### config.mk
export PLATFORM = sky130hd
export DESIGN_NAME = morse_keying_decoder
export DESIGN_NICKNAME = d
export VERILOG_FILES = /design/src/rtl/morse_pkg.sv /design/src/rtl/morse_pattern_lut.sv /design/src/rtl/morse_keying_decoder.sv
export SDC_FILE = /design/constraint.sdc
export NUM_CORES = 1
export LEC_CHECK = 0
export CORE_MARGIN = 8
export CORE_UTILIZATION = 25
export CTS_BUF_LIST = sky130_fd_sc_hd__clkbuf_16
export DETAILED_ROUTE_END_ITERATION = 10
export GPL_ROUTABILITY_DRIVEN = 0
export PLACE_DENSITY = 0.52
export SKIP_CTS_REPAIR_TIMING = 1
export SYNTH_ARGS = -nofsm -noshare
export SYNTH_HDL_FRONTEND = slang
export SYNTH_SLANG_ARGS = --single-unit
export TNS_END_PERCENT = 100
### constraint.sdc
create_clock -name iCLK -period 2.6 [get_ports iCLK]
set_clock_uncertainty 0.2 [all_clocks]
set_input_delay 0.52 -clock iCLK [delete_from_list [all_inputs] [get_ports iCLK]]
set_output_delay 0.52 -clock iCLK [all_outputs]
set_load 0.02 [all_outputs]
### src/rtl/morse_pkg.sv
// Shared definitions for the Morse keying decoder: char codes, FSM states, timing multipliers.
package morse_pkg;

    typedef enum logic [1:0] {StIdle, StMark, StGap, StWordWait} state_e;

    localparam int unsigned DASH_U     = 2;
    localparam int unsigned CHAR_GAP_U = 2;
    localparam int unsigned WORD_GAP_U = 5;
    localparam int unsigned SAT_U      = 8;

    localparam logic [4:0] CH_A = 5'd0,  CH_B = 5'd1,  CH_C = 5'd2,  CH_D = 5'd3;
    localparam logic [4:0] CH_E = 5'd4,  CH_F = 5'd5,  CH_G = 5'd6,  CH_H = 5'd7;
    localparam logic [4:0] CH_I = 5'd8,  CH_J = 5'd9,  CH_K = 5'd10, CH_L = 5'd11;
    localparam logic [4:0] CH_M = 5'd12, CH_N = 5'd13, CH_O = 5'd14, CH_P = 5'd15;
    localparam logic [4:0] CH_Q = 5'd16, CH_R = 5'd17, CH_S = 5'd18, CH_T = 5'd19;
    localparam logic [4:0] CH_U = 5'd20, CH_V = 5'd21, CH_W = 5'd22, CH_X = 5'd23;
    localparam logic [4:0] CH_Y = 5'd24, CH_Z = 5'd25;
    localparam logic [4:0] CH_SPACE = 5'd26;
    localparam logic [4:0] CH_ERR   = 5'd31;

endpackage

### src/rtl/morse_pattern_lut.sv
// Maps an element count and dot/dash pattern (LSB = last element, 1 = dash) to a char code.
module morse_pattern_lut
    import morse_pkg::*;
(
    input  logic [2:0] nelem_i,
    input  logic [3:0] pattern_i,
    output logic [4:0] code_o
);

    always_comb begin
        code_o = CH_ERR;
        unique case ({nelem_i, pattern_i})
            {3'd1, 4'b0000}: code_o = CH_E;
            {3'd1, 4'b0001}: code_o = CH_T;
            {3'd2, 4'b0000}: code_o = CH_I;
            {3'd2, 4'b0001}: code_o = CH_A;
            {3'd2, 4'b0010}: code_o = CH_N;
            {3'd2, 4'b0011}: code_o = CH_M;
            {3'd3, 4'b0000}: code_o = CH_S;
            {3'd3, 4'b0001}: code_o = CH_U;
            {3'd3, 4'b0010}: code_o = CH_R;
            {3'd3, 4'b0011}: code_o = CH_W;
            {3'd3, 4'b0100}: code_o = CH_D;
            {3'd3, 4'b0101}: code_o = CH_K;
            {3'd3, 4'b0110}: code_o = CH_G;
            {3'd3, 4'b0111}: code_o = CH_O;
            {3'd4, 4'b0000}: code_o = CH_H;
            {3'd4, 4'b0001}: code_o = CH_V;
            {3'd4, 4'b0010}: code_o = CH_F;
            {3'd4, 4'b0100}: code_o = CH_L;
            {3'd4, 4'b0110}: code_o = CH_P;
            {3'd4, 4'b0111}: code_o = CH_J;
            {3'd4, 4'b1000}: code_o = CH_B;
            {3'd4, 4'b1001}: code_o = CH_X;
            {3'd4, 4'b1010}: code_o = CH_C;
            {3'd4, 4'b1011}: code_o = CH_Y;
            {3'd4, 4'b1100}: code_o = CH_Z;
            {3'd4, 4'b1101}: code_o = CH_Q;
            default:         code_o = CH_ERR;
        endcase
    end

endmodule

### src/rtl/morse_keying_decoder.sv
// Timing-based Morse receiver: sync + debounce the keying line, measure marks/gaps in units,
// decode chars and shift them into an 8-char display buffer.
module morse_keying_decoder
    import morse_pkg::*;
#(
    parameter int unsigned UNIT_CYCLES     = 25_000_000,
    parameter int unsigned DEBOUNCE_CYCLES = 500_000,
    parameter int unsigned MAX_ELEMENTS    = 4
) (
    input  logic        iCLK,
    input  logic        iRST,
    input  logic        iEnable,
    input  logic        iClear,
    input  logic        iKeyed,
    output logic [4:0]  oCharCode,
    output logic        oCharValid,
    output logic        oError,
    output logic [39:0] oDisplayData,
    output logic        oMark
);

    localparam int unsigned CntW = $clog2(SAT_U * UNIT_CYCLES + 1);
    localparam int unsigned DbW  = $clog2(DEBOUNCE_CYCLES + 2);

    localparam logic [CntW-1:0] CntMax     = CntW'(SAT_U * UNIT_CYCLES);
    localparam logic [CntW-1:0] DashThr    = CntW'(DASH_U * UNIT_CYCLES);
    localparam logic [CntW-1:0] CharGapThr = CntW'(CHAR_GAP_U * UNIT_CYCLES);
    localparam logic [CntW-1:0] WordGapThr = CntW'(WORD_GAP_U * UNIT_CYCLES);
    localparam logic [39:0]     AllSpace   = {8{CH_SPACE}};

    logic [1:0]      sync_q;
    logic            keyed_s;
    logic            mark_q;
    logic [DbW-1:0]  db_cnt_q;
    logic            db_flip, rise, fall;
    logic [CntW-1:0] cnt_q;
    state_e          state_q, state_d;
    logic [3:0]      pattern_q;
    logic [2:0]      nelem_q;
    logic            ovf_q;
    logic            char_thr, word_thr;
    logic            push_elem, commit_char, commit_space, commit;
    logic [4:0]      lut_code, code_d;
    logic [4:0]      char_code_q;
    logic            char_valid_q, error_q;
    logic [39:0]     disp_q;

    always_ff @(posedge iCLK) begin
        if (iRST) sync_q <= 2'b00;
        else      sync_q <= {sync_q[0], iKeyed};
    end
    assign keyed_s = sync_q[1];

    // The new level must differ from the accepted one for DEBOUNCE_CYCLES+1 samples in a row.
    assign db_flip = (keyed_s != mark_q) && (db_cnt_q == DbW'(DEBOUNCE_CYCLES));
    assign rise    = db_flip & keyed_s;
    assign fall    = db_flip & ~keyed_s;

    always_ff @(posedge iCLK) begin
        if (iRST) begin
            mark_q   <= 1'b0;
            db_cnt_q <= '0;
        end else if (keyed_s == mark_q) begin
            db_cnt_q <= '0;
        end else if (db_flip) begin
            mark_q   <= keyed_s;
            db_cnt_q <= '0;
        end else begin
            db_cnt_q <= db_cnt_q + DbW'(1);
        end
    end

    // Duration of the current debounced level, in cycles; 1 in the first cycle after an edge.
    always_ff @(posedge iCLK) begin
        if (iRST || !iEnable)  cnt_q <= '0;
        else if (db_flip)      cnt_q <= CntW'(1);
        else if (cnt_q != CntMax) cnt_q <= cnt_q + CntW'(1);
    end

    assign char_thr = (cnt_q == CharGapThr);
    assign word_thr = (cnt_q == WordGapThr);

    always_ff @(posedge iCLK) begin
        if (iRST) state_q <= StIdle;
        else      state_q <= state_d;
    end

    always_comb begin
        state_d = state_q;
        case (state_q)
            StIdle:     if (rise) state_d = StMark;
            StMark:     if (fall) state_d = StGap;
            StGap: begin
                if (char_thr)  state_d = rise ? StMark : StWordWait;
                else if (rise) state_d = StMark;
            end
            StWordWait: begin
                if (word_thr)  state_d = rise ? StMark : StIdle;
                else if (rise) state_d = StMark;
            end
            default:    state_d = StIdle;
        endcase
        if (!iEnable) state_d = StIdle;
    end

    always_comb begin
        push_elem    = 1'b0;
        commit_char  = 1'b0;
        commit_space = 1'b0;
        if (iEnable) begin
            case (state_q)
                StMark:     push_elem    = fall;
                StGap:      commit_char  = char_thr;
                StWordWait: commit_space = word_thr && (char_code_q != CH_SPACE);
                default:    ;
            endcase
        end
    end

    always_ff @(posedge iCLK) begin
        if (iRST || !iEnable || commit_char) begin
            pattern_q <= '0;
            nelem_q   <= '0;
            ovf_q     <= 1'b0;
        end else if (push_elem) begin
            pattern_q <= {pattern_q[2:0], cnt_q >= DashThr};
            if (nelem_q == 3'(MAX_ELEMENTS)) ovf_q   <= 1'b1;
            else                             nelem_q <= nelem_q + 3'd1;
        end
    end

    morse_pattern_lut u_lut (
        .nelem_i   (nelem_q),
        .pattern_i (pattern_q),
        .code_o    (lut_code)
    );

    assign commit = commit_char | commit_space;
    assign code_d = commit_space ? CH_SPACE : (ovf_q ? CH_ERR : lut_code);

    always_ff @(posedge iCLK) begin
        if (iRST) begin
            char_code_q  <= '0;
            char_valid_q <= 1'b0;
            error_q      <= 1'b0;
            disp_q       <= AllSpace;
        end else begin
            char_valid_q <= commit;
            error_q      <= commit && (code_d == CH_ERR);
            if (commit) char_code_q <= code_d;
            if (iClear)      disp_q <= commit ? {{7{CH_SPACE}}, code_d} : AllSpace;
            else if (commit) disp_q <= {disp_q[34:0], code_d};
        end
    end

    assign oCharCode    = char_code_q;
    assign oCharValid   = char_valid_q;
    assign oError       = error_q;
    assign oDisplayData = disp_q;
    assign oMark        = mark_q;

endmodule
==> flow_summary.yaml <==
detailed_routing:
  post_drt_wl_per_cell_um: 13.0
  drt_iter0_markers: 152
  ant_nets: 0
  route.detailed.drc: 0
  firstDrtPassIters: 4
  wl_um: 11900
  vias: 4100
  vias_per_cell: 4.48
clock_network:
  ctsHtreeMaxLevel: 3
  clk_pin_slew_ns: 0.08
  cts_sinks: 107
  clk_latency_ns: 0.36
  tritoncts: "done"
  cts_root_buf: "clkbuf_16"
  cts_buffers: 9
  clockBufferDepth: 2
placed_design:
  io_buffers: 52
  dpl_worst_slack_ns: 0.0622
  dp.cells: 900
  dp_hpwl_um: 8910
global_routing:
  antenna_found_initial: 0
  groute.layer.met1.usage: 0.120
  grt_pass1_vias: 4007
  grtUsageMet2: 0.155
  grt_usage: 0.0949
  grt_overflow: 0
  grt_busiest_layer: "met2"
  grt_pass1_wl_um: 20100
  grt.met3_usage: 0.0165
  grt_max_degree: 28
hold_path:
  hold_class: "reg -> reg"
  holdPathStages: 1
layout:
  drive_gt1_frac: 0.105
  final_util: 0.320
  diodes: 0
  syn2layout_area_growth_pct: 26.1
  final_cell_mix: "dfxtp_1, nor2_1, clkdlybuf4s50_1, mux2i_1, nand2_1"
  final_common_cell: "dfxtp_1"
  instances_no_fill: 916
  nets: 659
logic_synthesis:
  yosysTopAreaCell: "dfxtp_1"
  async_reset_ff_frac: 0
  synth.top_cells.by_area: "dfxtp_1, mux2i_1, nor2_1"
  synth.mux.area_fraction: 0.0845
  synth_top_area_share: 0.418
  ys_seq_area_frac: 0.418
  postSynthCellCount: 567
  yosysUniqueCellTypes: 62
  ys.flop_type: "dfxtp_1"
  ys_ff_latch: 107
  syn_nets: 585
  synth-simple-area-share: 0.263
  synth_compound_area_frac: 0.0809
  ys_warn_count: 0
  synth_top_family_by_area: "simple AND/OR/NAND/NOR gates"
  synth_xor_area_frac: 0.0718
  syn_area_sq_mm: 0.00512
  synth.avg_cell_area_sq_um: 9.03
  synth_fa_ha_area_frac: 0.0318
  synth-edff-count: 0
worst_setup_path:
  critical_path_arrival_ns: 2.50
  required_ns: 2.64
  crit_buf_inv: 0
  worstPathCellList: "or4_4, or4b_4, or4_1, nand3b_1, a21oi_1"
  worst_path_max_delay_cell: "or4_4"
  critPathKind: "reg -> reg"
  start_kind: "flip-flop"
  cp_top_family: "simple AND/OR/NAND/NOR gates"
  r2r_setup_slack_ns: 0.14
  cpPeakStageDelay_ns: 0.54
  r2r_cells: 5
  end_kind: "flip-flop"
  worst-path-stages: 5
  crit_fanout: 4
power_and_ir_drop:
  ir_drop_v: 0.000228
  power_leakage_nw: 2.07
  cellPowerDensity_mw_per_mm2: 478
floorplan:
  io_pins: 53
  core_area_sq_mm: 0.0202
  fp.dieH_um: 159
  fp.dieW_um: 159
  rows: 52
  die-area_sq_mm: 0.0253
  initial_core_util: 0.254
timing:
  worst_pin_slew_ns: 0.661
  finalSetupTns_ns: 0
  setup_slack_ns: 0.141
  setup_viol: 0
  relSlewSlack: 0.560
  timing.final.crit_period_ns: 2.46
  period_share: 0.946
  drv_slew: 0
  rsz0062_at_grt: "no"
  hold_ws_ns: 0.239
  fmax_ghz: 0.407
  hold_viol_final: 0
run_status:
  status: "completed"
job:
  max-cap-violations: 0
[layer usage]
layer	routed length, um	share of wire	vias to the layer above
met5	0	0	-
met4	219	0.018	0
met3	295	0.025	14
met2	5450	0.46	43
met1	5920	0.50	1909
li1	-	-	2134
[flip-flops by register name (all words and copies together), names as in the netlist, 2 cells and up]
name / count
nelem_q: 3
cnt_q: 28
state_q: 2
db_cnt_q: 19
oDisplayData: 40
oCharCode: 5
pattern_q: 4
sync_q: 2
[area by class of cell]
class                      instances  area [sq um]
fill                            2099         13700
multi-input combinational        407          2730
sequential                       107          2140
timing repair buffer              88           841
tap                              270           338
clock buffer                       9           225
inverter                          28           105
clock inverter                     7          80.1
[cells in the mapped netlist, drive strengths merged (6+ instances only)]
| library cell | instances |
|---|---|
| dfxtp | 107 |
| nor2 | 89 |
| mux2i | 41 |
| nand2 | 38 |
| inv | 28 |
| xnor2 | 26 |
| a21oi | 17 |
| nand3 | 16 |
| xor2 | 16 |
| clkbuf | 14 |
| nand4 | 14 |
| nor3 | 14 |
| ha | 13 |
| buf | 11 |
| nor4 | 10 |
| nor2b | 9 |
| o21ai | 9 |
| or3 | 7 |
| a211oi | 6 |
| and4 | 6 |
[worst paths after layout]
path,start,end
worst min register to register,sync_q[0],sync_q[1]
worst max-delay path,cnt_q[3],cnt_q[2]
worst min-delay path,sync_q[0],sync_q[1]
worst max register to register,cnt_q[3],cnt_q[2]
[cells by family (layout without fill, tap and decap cells)]
family | count (synthesis) | after routing
compound gates | 59 | 59
xor+xnor | 42 | 42
fa+ha+maj | 13 | 13
buf+inv | 53 | 132
flops | 107 | 107
mux | 43 | 43
simple gates | 250 | 250
[where the power goes]
part           total [mW]  internal, mW  switching (mW)
clock network        1.39         0.688           0.699
registers            1.64          1.64         0.00326
logic              0.0587        0.0224          0.0363
[stage by stage]
step	total power, mW	area [sq um]
after floorplan	1.71	5120
after global placement	1.74	6150
after detailed placement	1.74	6150
after CTS	3.14	6450
after global routing	3.20	6460
final	3.09	6460
Note: power is estimated with default switching activity, not from simulation.
==> patch 1: new RTL, same settings <==
Make the reset (`iRST`) asynchronous in 4 clocked blocks.
--- a/src/rtl/morse_keying_decoder.sv
+++ b/src/rtl/morse_keying_decoder.sv
@@ -45,7 +45,7 @@
     logic            char_valid_q, error_q;
     logic [39:0]     disp_q;
 
-    always_ff @(posedge iCLK) begin
+    always_ff @(posedge iCLK or posedge iRST) begin
         if (iRST) sync_q <= 2'b00;
         else      sync_q <= {sync_q[0], iKeyed};
     end
@@ -56,7 +56,7 @@
     assign rise    = db_flip & keyed_s;
     assign fall    = db_flip & ~keyed_s;
 
-    always_ff @(posedge iCLK) begin
+    always_ff @(posedge iCLK or posedge iRST) begin
         if (iRST) begin
             mark_q   <= 1'b0;
             db_cnt_q <= '0;
@@ -80,7 +80,7 @@
     assign char_thr = (cnt_q == CharGapThr);
     assign word_thr = (cnt_q == WordGapThr);
 
-    always_ff @(posedge iCLK) begin
+    always_ff @(posedge iCLK or posedge iRST) begin
         if (iRST) state_q <= StIdle;
         else      state_q <= state_d;
     end
@@ -138,7 +138,7 @@
     assign commit = commit_char | commit_space;
     assign code_d = commit_space ? CH_SPACE : (ovf_q ? CH_ERR : lut_code);
 
-    always_ff @(posedge iCLK) begin
+    always_ff @(posedge iCLK or posedge iRST) begin
         if (iRST) begin
             char_code_q  <= '0;
             char_valid_q <= 1'b0;
Function: same outputs for any inputs over 10 cycles, from zero or initial values and one cycle with iRST high; that may be too few to reach the edited logic, so the function may still have changed.
==> patch 1 against the unedited design <==
Sequential cell count stayed put; non-clock buffer count is 11 lower; synthesized area is 11% higher; combinational power is 75% higher; power is 1.5% higher; routed wire length is 16% higher; cell count is 1.1% higher; synthesized cell count is 1.9% higher; hold slack worse by 0.080 ns; cell area is 7.0% higher; setup slack worse by 0.030 ns.
==> patch 1: results (changes against the unedited design) <==
metric,value,unit,change
drive_above_1_share,0.134,,+0.0289
synth_area_leaders,"dfrtp_1, dfxtp_1, dfstp_2",,
cts.clk_slew.worst_paths,0.08,ns,about the same
dp_hpwl,9780,um,+9.8%
clock_latency,0.36,ns,about the same
vias_per_cell,4.65,,+3.9%
outcome,"finished, final reports clean",,
antenna_found_initial,0,,unchanged
diodes,0,,unchanged
ir_drop,0.292,mV,+28%
power.switching,0.758,mW,+2.7%
hp-class,register to register,,
n_fill_cell,2342,,+12%
cts_root_buf,clkbuf_16,,
crit_path_max_fanout,9,,+5
core-area,0.0225,mm2,+12%
dpl_cell_area,0.00657,mm2,+6.9%
p_leak,2.47,nW,+19%
crit_slowest_cell,or4_4,,
io_buffers,52,,unchanged
tightest_slew,0.738,ns,+0.0778 ns
synth_fp_nets,596,,+1.9%
grtUsageTotal,0.0996,,+0.00473
ys_warn_count,0,,unchanged
drtIter0Drc,343,,+130%
slowest_delay,0.57,ns,+0.03 ns
grt_pass1_wl,22900,um,+14%
grt_max_degree,72,,+160%
async_flop_share,0.664,,+0.664
h-tree-depth,3,,unchanged
clock_path_buffers,2,,unchanged
ys_seq_area_frac,0.444,,+0.0258
yosys-top-cells-count,"nor2_1, dfrtp_1, mux2i_1",,
grt_pass1_vias,4301,,+7.3%
synth_cell_types,72,,+16%
first_pass_iters,5,,+1
synthFlopType,dfrtp_1,,
cts-buffers-inserted,9,,unchanged
routedWlPerCell,14.8,um,+14%
hp-start,sync_q[0],,
nets,654,,-0.76%
crit_family,simple AND/OR/NAND/NOR gates,,
largest_register_ffs,40,,unchanged
cp-startpoint,cnt_q[4],,
## patch 1: cell count changes after synthesis, moves of 8 or more
cell	unedited run	this run
dfrtp_1	0	47
dfstp_2	0	24
dfxtp_1	107	36
inv_1	28	19
nand2_1	38	25
nand2b_1	5	18
nand3_1	16	24
## patch 1: metrics by stage
stage	hold WS (ns)	setup WS [ns]	util	instances	power, mW
4_1_cts	0.163	0.101	0.305	924	3.19
5_1_grt	0.168	0.00709	0.307	926	3.26
6_report	0.159	0.111	0.307	926	3.14
3_3_place_gp	0.134	0.0369	0.292	908	1.81
3_5_place_dp	0.146	0.0151	0.292	908	1.81
2_1_floorplan	0.131	0.123	-	578	1.76
## patch 1: metal layers
metal,global-route usage,up-vias,share of wire,wire length (um)
met4,0.0259,0,0.0053,73
met1,0.136,2062,0.52,7090
li1,-,2152,-,-
met3,0.0326,4,0.049,670
met2,0.148,87,0.43,5890
met5,0,-,0,0
## patch 1: final timing paths
path	endpoint	slack, ns	cells past startpoint
worst max-delay path	oDisplayData[39]	0.11	5
worst min-delay path	sync_q[1]	0.16	0
worst max register to register	oDisplayData[39]	0.11	5
worst min register to register	sync_q[1]	0.16	0
max in group asynchronous	oDisplayData[4]	1.39	3
min in group asynchronous	oCharCode[2]	0.46	3
## patch 1: cell type report
| type | count | area, um2 | area share |
|---|---|---|---|
| clock buffer | 9 | 225 | 0.0326 |
| clock inverter | 7 | 68.8 | 0.00996 |
| inverter | 19 | 71.3 | 0.0103 |
| multi-input combinational | 422 | 2910 | 0.422 |
| sequential | 107 | 2530 | 0.366 |
| tap | 285 | 357 | 0.0516 |
| timing repair buffer | 77 | 746 | 0.108 |
## patch 1: cell families after synthesis
logic type / after synthesis / synth area share
AO/OA/AOI/OAI: 50 / 0.0585
XOR/XNOR: 45 / 0.0692
adder cells (fa/ha/maj): 13 / 0.0286
buffers and inverters: 51 / 0.0516
flip-flops: 107 / 0.444
multiplexers: 47 / 0.0833
AND/OR/NAND/NOR: 265 / 0.265
## patch 1: power by group through the flow
| stage | Clock (mW) | Combinational [mW] | Sequential, mW |
|---|---|---|---|
| global route | 1.48 | 0.116 | 1.67 |
| finish | 1.36 | 0.103 | 1.67 |
| detailed placement | 0 | 0.106 | 1.70 |
| floorplan | 0 | 0.0625 | 1.70 |
| CTS | 1.41 | 0.106 | 1.67 |
| global placement | 0 | 0.106 | 1.70 |
==> patch 2: new RTL, same settings <==
Made on the original files. Set the parameter `DEBOUNCE_CYCLES` to 2_000_000 (it was 500_000).
--- a/src/rtl/morse_keying_decoder.sv
+++ b/src/rtl/morse_keying_decoder.sv
@@ -4,7 +4,7 @@
     import morse_pkg::*;
 #(
     parameter int unsigned UNIT_CYCLES     = 25_000_000,
-    parameter int unsigned DEBOUNCE_CYCLES = 500_000,
+    parameter int unsigned DEBOUNCE_CYCLES = 2_000_000,
     parameter int unsigned MAX_ELEMENTS    = 4
 ) (
     input  logic        iCLK,
Function: same outputs for any inputs over 10 cycles, from zero or initial values and one cycle with iRST high; that may be too few to reach the edited logic, so the function may still have changed.
==> patch 2 against the unedited design <==
First-iteration DRC count is 58% higher; synthesized area is 2.4% higher; sequential cell count is 2 higher; the flow now finishes with violations (negative setup slack); power is 2.8% higher; routed wire length is 16% higher; clock power is 4% higher; largest power group unchanged; die area is 2.1% higher; setup slack worse by 0.26 ns; cell area is 7.0% higher.
==> patch 2: results (changes against the unedited design) <==
metric,value,unit,change
synth_area_leaders,"dfxtp_1, nand3_1, nor2_1",,
dp_cells,946,,+5.1%
wl,13700,um,+16%
fmax,368,MHz,-9.6%
grt_max_degree,44,,+57%
grt.met3_usage,0.0271,,+0.0106
ys_seq_area_frac,0.416,,-0.00204
setup_ws,-0.120,ns,-0.262 ns
met2_usage,0.154,,-0.000620
dpl_cell_area,0.00629,mm2,+2.3%
ir_drop,0.302,mV,+32%
num_vias,4631,,+13%
violations,negative setup slack,,
outcome,finished with violations,,
use_met1,0.140,,+0.0201
p_leak,2.36,nW,+14%
vias_per_cell,4.77,,+6.7%
crit_path_max_fanout,21,,+17
drtIter0Drc,240,,+58%
synth_fp_nets,633,,+8.2%
grtUsageTotal,0.102,,+0.00694
cts-buffers-inserted,9,,unchanged
setup_violations,43,,+43
nets,708,,+7.4%
grt_pass1_vias,4349,,+8.5%
dp_hpwl,9260,um,+4.0%
tightest_slew,0.511,ns,-0.149 ns
first_pass_iters,6,,+2
grt_pass1_wl,22200,um,+11%
drive_above_1_share,0.168,,+0.0631
yosys-top-cells-count,"dfxtp_1, nand3_1, nor2_1",,
[patch 2: metrics by stage]
step	total power, mW	hold slack [ns]	setup TNS [ns]	setup WS (ns)
2_1_floorplan	1.74	0.214	0	0.0377
3_3_place_gp	1.77	0.256	-1.88	-0.0698
3_5_place_dp	1.77	0.264	-2.87	-0.0965
4_1_cts	3.23	0.275	-3.33	-0.117
5_1_grt	3.29	0.292	-6.69	-0.200
6_report	3.17	0.279	-2.83	-0.120
[patch 2: where the power goes]
group          total [mW]  internal, mW  switching, mW
Combinational      0.0627        0.0243         0.0385
Sequential           1.67          1.67        0.00266
Clock                1.44         0.699          0.738
[patch 2: layout make-up]
| class | count | area [um2] |
|---|---|---|
| clock buffers | 9 | 225 |
| clock inverters | 7 | 98.8 |
| fillers | 2201 | 13900 |
| inverters | 13 | 48.8 |
| multi-input cells | 452 | 2990 |
| flip-flops and latches | 109 | 2180 |
| well taps | 275 | 344 |
| repair buffers | 105 | 1020 |
[patch 2: worst max-delay path, cell delays in order (launching register included)]
cell	delay, ns
dfxtp_2	0.33
inv_2	0.06
ha_4	0.12
or4b_4	0.46
or4_4	0.55
a2111oi_4	0.34
buf_6	0.21
clkbuf_16	0.20
nor4_1	0.06
o21bai_1	0.13
[patch 2: metal layers]
layer | up-vias | share of wire
li1 | 2364 | -
met5 | - | 0
met3 | 11 | 0.042
met2 | 80 | 0.44
met1 | 2176 | 0.51
met4 | 0 | 0.011
[patch 2: logic make-up (layout without fill, tap and decap cells)]
group	after synthesis	in the layout	share of synthesized area
XOR/XNOR	44	44	0.0735
flip-flops	109	109	0.416
adder cells (fa/ha/maj)	13	13	0.0310
AO/OA/AOI/OAI	105	105	0.125
buffers and inverters	54	134	0.0434
multiplexers	12	12	0.0236
AND/OR/NAND/NOR	278	278	0.288
[patch 2: final timing paths]
path                            cells after the start                to             start
worst min register to register                      2  oDisplayData[37]  oDisplayData[32]
worst max register to register                      9   oDisplayData[4]          cnt_q[1]
worst min-delay path                                2  oDisplayData[37]  oDisplayData[32]
worst max-delay path                                9   oDisplayData[4]          cnt_q[1]
